### config.mk
export PLATFORM = sky130hd
export DESIGN_NAME = clock_set_controller
export DESIGN_NICKNAME = d
export VERILOG_FILES = /design/src/rtl/clock_set_controller.sv
export SDC_FILE = /design/constraint.sdc
export NUM_CORES = 1
export LEC_CHECK = 0
export BUFFER_PORTS_ARGS = -buffer_cell sky130_fd_sc_hd__buf_2
export CORE_ASPECT_RATIO = 1.5
export CORE_MARGIN = 4
export CORE_UTILIZATION = 60
export CTS_BUF_LIST = sky130_fd_sc_hd__clkbuf_4
export DETAILED_ROUTE_END_ITERATION = 10
export GPL_TIMING_DRIVEN = 0
export HOLD_SLACK_MARGIN = 0.15
export PLACE_DENSITY = 0.8
export SLEW_MARGIN = 0
export SYNTH_ARGS = -nofsm -noshare
export SYNTH_HDL_FRONTEND = slang
export SYNTH_SLANG_ARGS = --single-unit
### constraint.sdc
create_clock -name clk -period 1.7 [get_ports clk]
set_clock_uncertainty 0.15 [all_clocks]
set_input_delay 0.425 -clock clk [delete_from_list [all_inputs] [get_ports clk]]
set_output_delay 0.425 -clock clk [all_outputs]
set_load 0.01 [all_outputs]
### src/rtl/clock_set_controller.sv
// Front-panel time-set controller for the digital clock.
// Moves between RUN / SET_HOUR / SET_MIN on debounced push-buttons, issues
// single-cycle increment pulses (with auto-repeat) to the hour/minute counters,
// gates the seconds chain and generates the display blink enables.
module clock_set_controller #(
    parameter int unsigned REPEAT_DELAY  = 16,
    parameter int unsigned REPEAT_PERIOD = 8,
    parameter int unsigned TIMEOUT_TICKS = 10
) (
    input  logic       clk,
    input  logic       reset,
    input  logic       tick,
    input  logic       btn_mode,
    input  logic       btn_inc,
    output logic       run_en,
    output logic       hour_inc,
    output logic       min_inc,
    output logic       sec_clear,
    output logic [1:0] mode,
    output logic       blink_hour,
    output logic       blink_min
);

    // Repeat counter must hold whichever repeat interval is longer.
    localparam int unsigned RepMax = (REPEAT_DELAY > REPEAT_PERIOD) ? REPEAT_DELAY
                                                                      : REPEAT_PERIOD;
    localparam int unsigned RepW   = $clog2(RepMax) + 1;
    localparam int unsigned ToW    = $clog2(TIMEOUT_TICKS) + 1;

    localparam logic [RepW-1:0] RepDelay  = RepW'(REPEAT_DELAY);
    localparam logic [RepW-1:0] RepPeriod = RepW'(REPEAT_PERIOD);
    localparam logic [ToW-1:0]  ToLast    = ToW'(TIMEOUT_TICKS - 1);

    // Encoding doubles as the mode output.
    typedef enum logic [1:0] {
        StRun     = 2'b00,
        StSetHour = 2'b01,
        StSetMin  = 2'b10
    } state_e;

    state_e state_q, state_d;

    // Button conditioning.
    logic [1:0] mode_sync_q;
    logic [1:0] inc_sync_q;
    logic       mode_prev_q;
    logic       inc_prev_q;
    logic       mode_edge;
    logic       inc_edge;
    logic       inc_level;

    // Auto-repeat. rep_arm_q is only set by a fresh inc edge inside a SET mode,
    // so a button already held across a mode change or reset never repeats.
    logic [RepW-1:0] rep_cnt_q, rep_cnt_d;
    logic            rep_arm_q, rep_arm_d;
    logic            rep_phase_q, rep_phase_d;   // 0: waiting delay, 1: periodic
    logic            inc_pulse;

    // Timeout and blink.
    logic [ToW-1:0] to_cnt_q, to_cnt_d;
    logic           timeout_hit;
    logic           phase_q, phase_d;
    logic           in_set;

    // Registered outputs.
    logic run_en_q, run_en_d;
    logic hour_inc_q, hour_inc_d;
    logic min_inc_q, min_inc_d;
    logic sec_clear_q, sec_clear_d;
    logic blink_hour_q, blink_hour_d;
    logic blink_min_q, blink_min_d;

    // Two-flop synchronizers plus previous-value flops for edge detection.
    always_ff @(posedge clk or negedge reset) begin
        if (!reset) begin
            mode_sync_q <= 2'b00;
            inc_sync_q  <= 2'b00;
            mode_prev_q <= 1'b0;
            inc_prev_q  <= 1'b0;
        end else begin
            mode_sync_q <= {mode_sync_q[0], btn_mode};
            inc_sync_q  <= {inc_sync_q[0], btn_inc};
            mode_prev_q <= mode_sync_q[1];
            inc_prev_q  <= inc_sync_q[1];
        end
    end

    assign mode_edge = mode_sync_q[1] & ~mode_prev_q;
    assign inc_edge  = inc_sync_q[1] & ~inc_prev_q;
    assign inc_level = inc_sync_q[1];
    assign in_set    = (state_q != StRun);

    // Timeout counter: cleared by any button activity, advanced by tick in SET modes.
    always_comb begin
        to_cnt_d    = to_cnt_q;
        timeout_hit = 1'b0;
        if (!in_set || mode_edge || inc_level) begin
            to_cnt_d = '0;
        end else if (tick) begin
            if (to_cnt_q == ToLast) begin
                timeout_hit = 1'b1;
                to_cnt_d    = '0;
            end else begin
                to_cnt_d = to_cnt_q + ToW'(1);
            end
        end
    end

    // Mode FSM next state; a mode edge takes priority over a timeout.
    always_comb begin
        state_d     = state_q;
        sec_clear_d = 1'b0;
        if (mode_edge) begin
            unique case (state_q)
                StRun:     state_d = StSetHour;
                StSetHour: state_d = StSetMin;
                StSetMin: begin
                    state_d     = StRun;
                    sec_clear_d = 1'b1;
                end
                default:   state_d = StRun;
            endcase
        end else if (timeout_hit) begin
            state_d = StRun;
        end
    end

    // Increment pulse and auto-repeat counter.
    always_comb begin
        rep_cnt_d   = rep_cnt_q;
        rep_arm_d   = rep_arm_q;
        rep_phase_d = rep_phase_q;
        inc_pulse   = 1'b0;
        if (!in_set || mode_edge || !inc_level) begin
            // RUN, a mode change or release all cancel any pending repeat.
            rep_cnt_d   = '0;
            rep_arm_d   = 1'b0;
            rep_phase_d = 1'b0;
        end else if (inc_edge) begin
            inc_pulse   = 1'b1;
            rep_arm_d   = 1'b1;
            rep_phase_d = 1'b0;
            rep_cnt_d   = RepW'(1);
        end else if (rep_arm_q) begin
            // rep_cnt_q equals cycles since the last pulse.
            if ((!rep_phase_q && rep_cnt_q == RepDelay) ||
                (rep_phase_q && rep_cnt_q == RepPeriod)) begin
                inc_pulse   = 1'b1;
                rep_phase_d = 1'b1;
                rep_cnt_d   = RepW'(1);
            end else begin
                rep_cnt_d = rep_cnt_q + RepW'(1);
            end
        end
    end

    // Blink phase and output next-values.
    always_comb begin
        phase_d = phase_q;
        if (state_d != state_q || state_q == StRun) begin
            phase_d = 1'b0;
        end else if (tick) begin
            phase_d = ~phase_q;
        end
        run_en_d     = (state_d == StRun);
        hour_inc_d   = inc_pulse && (state_q == StSetHour);
        min_inc_d    = inc_pulse && (state_q == StSetMin);
        blink_hour_d = (state_d == StSetHour) && phase_d && !inc_level;
        blink_min_d  = (state_d == StSetMin) && phase_d && !inc_level;
    end

    // State, counters and output registers.
    always_ff @(posedge clk or negedge reset) begin
        if (!reset) begin
            state_q      <= StRun;
            rep_cnt_q    <= '0;
            rep_arm_q    <= 1'b0;
            rep_phase_q  <= 1'b0;
            to_cnt_q     <= '0;
            phase_q      <= 1'b0;
            run_en_q     <= 1'b1;
            hour_inc_q   <= 1'b0;
            min_inc_q    <= 1'b0;
            sec_clear_q  <= 1'b0;
            blink_hour_q <= 1'b0;
            blink_min_q  <= 1'b0;
        end else begin
            state_q      <= state_d;
            rep_cnt_q    <= rep_cnt_d;
            rep_arm_q    <= rep_arm_d;
            rep_phase_q  <= rep_phase_d;
            to_cnt_q     <= to_cnt_d;
            phase_q      <= phase_d;
            run_en_q     <= run_en_d;
            hour_inc_q   <= hour_inc_d;
            min_inc_q    <= min_inc_d;
            sec_clear_q  <= sec_clear_d;
            blink_hour_q <= blink_hour_d;
            blink_min_q  <= blink_min_d;
        end
    end

    assign mode       = state_q;
    assign run_en     = run_en_q;
    assign hour_inc   = hour_inc_q;
    assign min_inc    = min_inc_q;
    assign sec_clear  = sec_clear_q;
    assign blink_hour = blink_hour_q;
    assign blink_min  = blink_min_q;

endmodule

# After elaboration in Yosys (flattened, before gate mapping)
# Index checks and enable logic that the tools add are counted.
# word_totals
reg_bits	27
inputBits	5
output_inout_bits	8
# classes
n_addsub	2
eq_ne	8
mux	27
bitwise_logic	5
n_reduce_logical	24
# op_table
cell	n
$mux W5	7
$mux W1	17
$add A5 B1 Y5 const B	2
$eq A5 B4 Y1 const B	2
$logic_and A1 B1 Y1	8
$reduce_bool A2 Y1	3
$reduce_bool A3 Y1	2
$eq A5 B5 Y1 const B	1
$logic_or A1 B1 Y1	5
$eq A2 B1 Y1 const B	2
$eq A2 B2 Y1 const B	2
$logic_not A2 Y1	2
$mux W2	2
$pmux W2 S2	1
$logic_not A1 Y1	3
$not A1 Y1	3
$and A1 B1 Y1	2
$ne A2 B2 Y1	1
$reduce_and A2 Y1	1

# Depth between registers and ports, before layout
# Gate-level depths: netlist of run 1.
# depth
ltp_word	12
ltp_mapped	5

# Least setup slack after synthesis of run 1
# Ideal clock, no wire load.
# synth_path
kind	flip-flop to flip-flop
start	register to_cnt_q[0]
end	register to_cnt_q[2]
setup_ns	0.076
t_arrival_ns	1.227
setup_slack_ns	0.247
path_stages_with_launch	5
n_path_buf	0
cell_sequence	dfrtp_1 > ha_1 > nand4bb_4 > or3b_1 > a21oi_2
# synth_between
elab_chain_len	4
word_cells_on_any_way	5
cone_classes	add/sub: 1; eq/ne: 1; mux: 3
# synth_lines
item	line	source
from (decl)	60	logic [ToW-1:0] to_cnt_q, to_cnt_d;
from (signal assigned)	192	to_cnt_q <= to_cnt_d;
$add A5 B1 Y5 or $eq A5 B4 Y1 (tied branches)	104, 100	
$mux W5 (*)	100	if (to_cnt_q == ToLast) begin
$mux W5 (*)	99	end else if (tick) begin
$mux W5 (*)	97	if (!in_set || mode_edge || inc_level) begin
# Every way passes the cells marked *; elsewhere a longest branch is shown, timed or not. The select of a mux whose other input is x is not followed.
# A chain may end at the register's enable or synchronous reset.

# Worst setup path after layout of run 1
# layout_path
start	register rep_cnt_q[0]
end	register min_inc_q, in the netlist min_inc
# layout_between
elab_chain_len	8
word_cells_on_any_way	10
cone_classes	eq/ne: 2; mux: 4; reduce/logical: 4
# layout_lines
item	line	source
from (decl)	54	logic [RepW-1:0] rep_cnt_q, rep_cnt_d;
from (signal assigned)	189	rep_cnt_q <= rep_cnt_d;
$eq A5 B5 Y1 or $eq A5 B4 Y1 (tied branches)	146, 147	
$logic_and A1 B1 Y1 (on tied branches)	146, 147	
$logic_or A1 B1 Y1 (*)	146	if ((!rep_phase_q && rep_cnt_q == RepDelay) ||
$mux W1 (*)	146	
$mux W1 (*)	144	end else if (rep_arm_q) begin
$mux W1 (*)	139	end else if (inc_edge) begin
$mux W1 (*)	134	if (!in_set || mode_edge || !inc_level) begin
$logic_and A1 B1 Y1 (*)	167	min_inc_d = inc_pulse && (state_q == StSetMin);
net min_inc_d	68	logic min_inc_q, min_inc_d;
to (signal assigned)	196	min_inc_q <= min_inc_d;
to (decl)	68	
# The timed path passes the listed nets; every way through them passes the cells marked *.

==> results.toml, run 1 <==
[detailed_routing]
wire_per_inst_um = 14.8
finalWirelength_um = 2280
ant_nets = 0
first_iter_violations = 28
viasPerCell = 5.92
drc = 0
first_pass_iters = 4
vias = 911

[final_layout]
nets = 142
area.growth.synth_to_final_pct = 11.7
seq_area_um2 = 677
antenna_cells = 0
fill_cells = 159
layout_commonest_cell = "dfrtp_1"
final_util_pct = 70.3
drive_gt1_share_pct = 20.5
final_cells = 154
mostFrequentLayoutCells = "26 x dfrtp_1, 16 x buf_2, 7 x inv_1, 7 x nand2_1, 7 x nand3_1"
multi_input_area_um2 = 536

[global_route]
first_global_vias = 915
overflow = 0
grt_usage_pct = 18.1
antenna_found_initial = 0
grt_max_degree = 28
grt_first_pass_wirelength_um = 3910

[synthesis]
syn_inst = 113
synth_flop_cell = "dfrtp_1"
synth_seq_cells = 27
synth_edf_count = 0
synth_top_cell_by_area = "dfrtp_1"
syn_nets = 122
ys_types = 38
ys_seq_area_share_pct = 53.8
synth_area_leaders = "dfrtp_1 52%, ha_1 4.0%, nand2b_1 3.0%, nand3_1 2.8%, a21oi_1 2.4%"
netlist_area_um2 = 1260
yosysWarnings = 0
synthArstFlopShare_pct = 100
yosys.area.top_type_share_pct = 51.7
avgSynthCellArea_um2 = 11.1

[placement]
dp_cells = 147
gp_congestion = 0.757
io_buffers = 12
post-place-ws_ns = 0.130
dp_hpwl_um = 1660

[clock_tree]
cts_buffer_depth = 2
ctsResizeCount = 0
clockRootBuffer = "clkbuf_4"
clock_latency_ns = 0.32
cts_hold_buf = 3
cts_buffers = 3
clk_pin_slew_ns = 0.14
cts.htree.levels = 1
cts_setup_buffers = 0
cts_tree = "done"
cts_sinks = 27

[floorplanning]
std_cell_rows = 20
coreArea_um2 = 2000
io_pins = 13
die_h_um = 64.1
design.die.area_um2 = 2910
die-width_um = 45.4
start_util_pct = 62.9

[power_and_ir_drop]
p_sw_share_pct = 29.1
p_per_area_nw_per_um2 = 922
worst_ir_drop_vdd_mv = 0.871
combinationalPowerShare_pct = 20.4
p_seq_share_pct = 57.7
power_switching_mw = 0.378
p_int_mw = 0.919
clock_power_share_pct = 21.8
p_leak_nw = 0.631

[critical_path]
reg2reg_from = "rep_cnt_q[0]$_DFFE_PN0P_"
critical_path_class = "reg -> reg"
cp.required_ns = 1.76
crit_path_end_kind = "flop"
worstPathArrival_ns = 1.70
startpoint_type = "flop"
ff2ff_setup_slack_ns = 0.06
cp_max_fo = 5
rr_worst_depth = 5
r2r_end = "min_inc$_DFF_PN0_"

[timing]
max_slew.worst_pin.slew_ns = 0.576
fmax_mhz = 609
min_period_over_period_pct = 96.6
rsz0062_at_grt = "false"
setup_viol = 0
max-slew-margin-rel_pct = 61.6
finalCriticalPeriod_ns = 1.64
tns_ns = 0
hold_slack_ns = 0.219
finalHoldViolCount = 0
drv_slew = 0
fin_ws_ns = 0.0584

[worst_hold_path]
hold_start = "inc_sync_q[0]$_DFF_PN0_"
hold_path_class = "reg -> reg"
whs_path_depth = 0
hold_end = "inc_sync_q[1]$_DFF_PN0_"

[run_status]
outcome = "finished clean"

[job]
cap_violations = 0
==> cell families (layout without fill, tap and decap cells) <==
family | after synthesis | count (layout) | synth area share (%)
AND/OR/NAND/NOR | 42 | 42 | 21.8
XOR/XNOR | 1 | 1 | 0.696
AO/OA/AOI/OAI | 26 | 26 | 14.4
buffers and inverters | 11 | 30 | 3.68
adder cells (fa/ha/maj) | 4 | 4 | 3.98
flip-flops | 27 | 27 | 53.8
multiplexers | 2 | 2 | 1.69
==> critical path: stages (launching register included) <==
cell	delay [ns]
dfrtp_1	0.46
inv_1	0.09
ha_1	0.16
nor2b_1	0.20
o211ai_1	0.17
a211oi_1	0.32
==> area by class of cell <==
| type | count | share of cell area, % |
|---|---|---|
| Tap cell | 22 | 1.96 |
| Inverter | 7 | 1.87 |
| Sequential cell | 27 | 48.1 |
| Clock buffer | 4 | 2.14 |
| Multi-Input combinational cell | 75 | 38.1 |
| Timing Repair Buffer | 15 | 6.41 |
| Buffer | 4 | 1.42 |
==> flip-flops by register name, summed over array words and instances, names as in the netlist, 2 cells and up <==
register	flops
to_cnt_q	5
mode	2
inc_sync_q	2
rep_cnt_q	5
mode_sync_q	2
==> power groups by stage <==
stage          Combinational (mW)  Clock [mW]  Sequential (mW)
2_1_floorplan               0.162           0            0.769
3_3_place_gp                0.261           0            0.757
3_5_place_dp                0.264           0            0.759
4_1_cts                     0.269       0.290            0.747
5_1_grt                     0.301       0.323            0.757
6_report                    0.265       0.283            0.749
==> Yosys cell counts (all sizes together), types with 3 or more instances <==
cell and count:
nand4 3, nand2b 6, a21oi 7, nand3 7, buf 4, dfrtp 26
ha 4, nand3b 3, nand2 7, inv 7, a211oi 3
==> stage by stage <==
step	power, mW	instance area (um^2)
5_1_grt	1.38	1410
3_3_place_gp	1.02	1350
4_1_cts	1.31	1410
6_report	1.30	1410
2_1_floorplan	0.931	1260
3_5_place_dp	1.02	1350
==> per-layer routing <==
layer	global-route usage (%)	wire (um)
met3	2.82	50
met4	6.59	23
met5	0	0
met1	20.3	932
met2	32.5	1270
==> worst max path at each step <==
| stage | endpoint | depth (start not counted) | slack (ns) | start |
|---|---|---|---|---|
| after detailed placement | min_inc$_DFF_PN0_ | 5 | 0.13 | rep_cnt_q[0]$_DFFE_PN0P_ |
| after global routing | min_inc$_DFF_PN0_ | 5 | 0.003 | rep_cnt_q[0]$_DFFE_PN0P_ |
| after floorplan | to_cnt_q[2]$_DFFE_PN0P_ | 4 | 0.25 | to_cnt_q[0]$_DFFE_PN0P_ |
| after CTS | min_inc$_DFF_PN0_ | 5 | 0.05 | rep_cnt_q[0]$_DFFE_PN0P_ |
| final | min_inc$_DFF_PN0_ | 5 | 0.06 | rep_cnt_q[0]$_DFFE_PN0P_ |
| after global placement | blink_min$_DFF_PN0_ | 5 | 0.16 | to_cnt_q[1]$_DFFE_PN0P_ |
Note: power is estimated with default switching activity, not from simulation.
==> inputs of run 2 (changes only) <==
--- a/config.mk
+++ b/config.mk
@@ -5,7 +5,9 @@
 export SDC_FILE = /design/constraint.sdc
 export NUM_CORES = 1
 export LEC_CHECK = 0
+export ABC_AREA = 1
 export BUFFER_PORTS_ARGS = -buffer_cell sky130_fd_sc_hd__buf_2
+export CAP_MARGIN = 30
 export CORE_ASPECT_RATIO = 1.5
 export CORE_MARGIN = 4
 export CORE_UTILIZATION = 60
==> run 2 against run 1 <==
  * Total power is 4.0% higher
  * Fmax is 5.6% higher
  * Combinational power is 27% higher
  * Die area is 1.4% higher
  * Largest cell class unchanged
  * Clock power is 7% lower
==> results.toml, run 2 <==
[timing]
rsz0062_at_grt = "false"
max_slew.worst_pin.slew_ns = 0.579
max-slew-margin-rel_pct = 61.4
setup_viol = 0
finalCriticalPeriod_ns = 1.55
drv_slew = 0
min_period_over_period_pct = 91.4
fmax_mhz = 644
finalHoldViolCount = 0
tns_ns = 0

[critical_path]
startpoint_type = "flop"
rr_worst_depth = 8
crit_path_end_kind = "primary output"
cp_max_fo = 1
worstPathArrival_ns = 0.98
cp.required_ns = 1.12
path_buf_inv = 1
startpoint = "run_en$_DFF_PN1_"
cp_top_family = "flip-flops"
critPathSlowestCell = "dfstp_2"
slowest_delay_ns = 0.54
path_cells = "buf_2"
path_depth = 1
critical_path_class = "reg -> out"
reg2reg_from = "rep_cnt_q[0]$_DFFE_PN0P_"

[floorplanning]
die_h_um = 64.6
io_pins = 13
die-width_um = 45.7
std_cell_rows = 20
design.die.area_um2 = 2950
start_util_pct = 63.1
coreArea_um2 = 2030

[worst_hold_path]
hold_start = "inc_sync_q[0]$_DFF_PN0_"
whs_path_depth = 0
hold_path_class = "reg -> reg"

[placement]
gp_congestion = 0.854
io_buffers = 12
dp_hpwl_um = 1750

[detailed_routing]
met1_length_um = 829
ant_nets = 0
viasPerCell = 5.21
routed.top_layer = "met4"
first_iter_violations = 20
first_pass_iters = 4
met2_length_um = 1300
vias = 995
wire_per_inst_um = 11.7
finalWirelength_um = 2240
wl_met3_um = 66
drc = 0

[global_route]
grt_max_degree = 28
antenna_found_initial = 0
grt_first_pass_wirelength_um = 4240
grt_usage_pct = 19.5
overflow = 0
first_global_vias = 1070

[synthesis]
syn_nets = 159
netlist_area_um2 = 1280
yosysMostFrequentCell = "nand2_1"
yosysWarnings = 0
synth_edf_count = 0
ys_seq_area_share_pct = 52.9
synthArstFlopShare_pct = 100
synth_area_leaders = "dfrtp_1 51%, nand2_1 8.8%, inv_1 6.5%, nor2_1 5.9%, nand3_1 4.3%"
synth_common_cells = "30 x nand2_1, 26 x dfrtp_1, 22 x inv_1, 20 x nor2_1, 11 x nand3_1"
synth_top_cell_by_area = "dfrtp_1"
synth_flop_cell = "dfrtp_1"
ys_types = 22
syn_inst = 150
avgSynthCellArea_um2 = 8.53
yosys.area.top_type_share_pct = 50.8
synth_seq_cells = 27

[final_layout]
fill_cells = 162
mostFrequentLayoutCells = "30 x nand2_1, 26 x dfrtp_1, 22 x inv_1"
area.growth.synth_to_final_pct = 11.6
final_util_pct = 70.5
drive_gt1_share_pct = 20.7
layout_commonest_cell = "nand2_1"
largest_registers = "rep_cnt_q: 5 flops, to_cnt_q: 5 flops"
nets = 179
multi_input_area_um2 = 513
seq_area_um2 = 677
antenna_cells = 0

[clock_tree]
cts_tree = "done"
cts_buffer_depth = 2
cts.htree.levels = 1
clock_latency_ns = 0.32
cts_setup_buffers = 0
clockRootBuffer = "clkbuf_4"
clk_pin_slew_ns = 0.14
cts_sinks = 27
cts_buffers = 3

[power_and_ir_drop]
p_per_area_nw_per_um2 = 944
p_leak_nw = 0.768
worst_ir_drop_vdd_mv = 0.924

[run_status]
outcome = "finished clean"

[job]
cap_violations = 0
## run 2: changes by cell type after synthesis, moves of 6 or more
| cell | delta |
|---|---|
| nand2b_1 | -6 |
| nand2_1 | +23 |
| nor2_1 | +18 |
| inv_1 | +15 |
| nand2_2 | +7 |
## run 2: path summary, 6_finish.rpt
path | slack, ns | to
hold reg to reg | 0.21 | inc_sync_q[1]$_DFF_PN0_
max in group asynchronous | 0.55 | to_cnt_q[0]$_DFFE_PN0P_
setup reg to reg | 0.17 | min_inc$_DFF_PN0_
setup / recovery | 0.15 | run_en
min in group asynchronous | 0.47 | rep_cnt_q[2]$_DFFE_PN0P_
hold / removal | 0.21 | inc_sync_q[1]$_DFF_PN0_
## run 2: cell type report
type	count	share of cell area [%]
inverters	25	6.57
clock inverters	1	0.350
well taps	22	1.93
flip-flops and latches	27	47.4
multi-input cells	98	35.9
clock buffers	3	1.58
repair buffers	15	6.30
## run 2: through the flow
step           cells  setup slack (ns)  hold WS [ns]  instance area, um^2  power (mW)
2_1_floorplan    150             0.325       -0.0206                 1280       0.990
3_3_place_gp     184             0.191         0.183                 1370        1.08
3_5_place_dp     184            0.0952         0.190                 1370        1.09
4_1_cts          191            0.0562         0.219                 1430        1.36
5_1_grt          191           0.00451         0.224                 1430        1.45
6_report         191             0.146         0.210                 1430        1.35
## run 2: per-layer routing
layer | track usage [%] | vias up
li1 | - | 508
met1 | 18.9 | 466
met4 | 9.25 | 0
met2 | 35.8 | 16
met5 | 0 | -
met3 | 4.72 | 5
## run 2: where the power goes
part	total, mW	switching (mW)	internal (mW)
clock	0.264	0.176	0.0882
sequential	0.749	0.0381	0.710
combinational	0.336	0.224	0.113
total	1.35	0.438	0.911
## run 2: cells by family after synthesis
group | synth area share, %
AND/OR/NAND/NOR | 30.1
AO/OA/AOI/OAI | 4.40
flip-flops | 52.9
buffers and inverters | 7.33
XOR/XNOR | 1.37
adder cells (fa/ha/maj) | 3.91
## run 2: timing repair
item	4_1_cts	5_1_grt
hold buffers	3	0
setup endpoints to repair	0	4
gates resized for setup	0	3
hold endpoints to repair	28	0
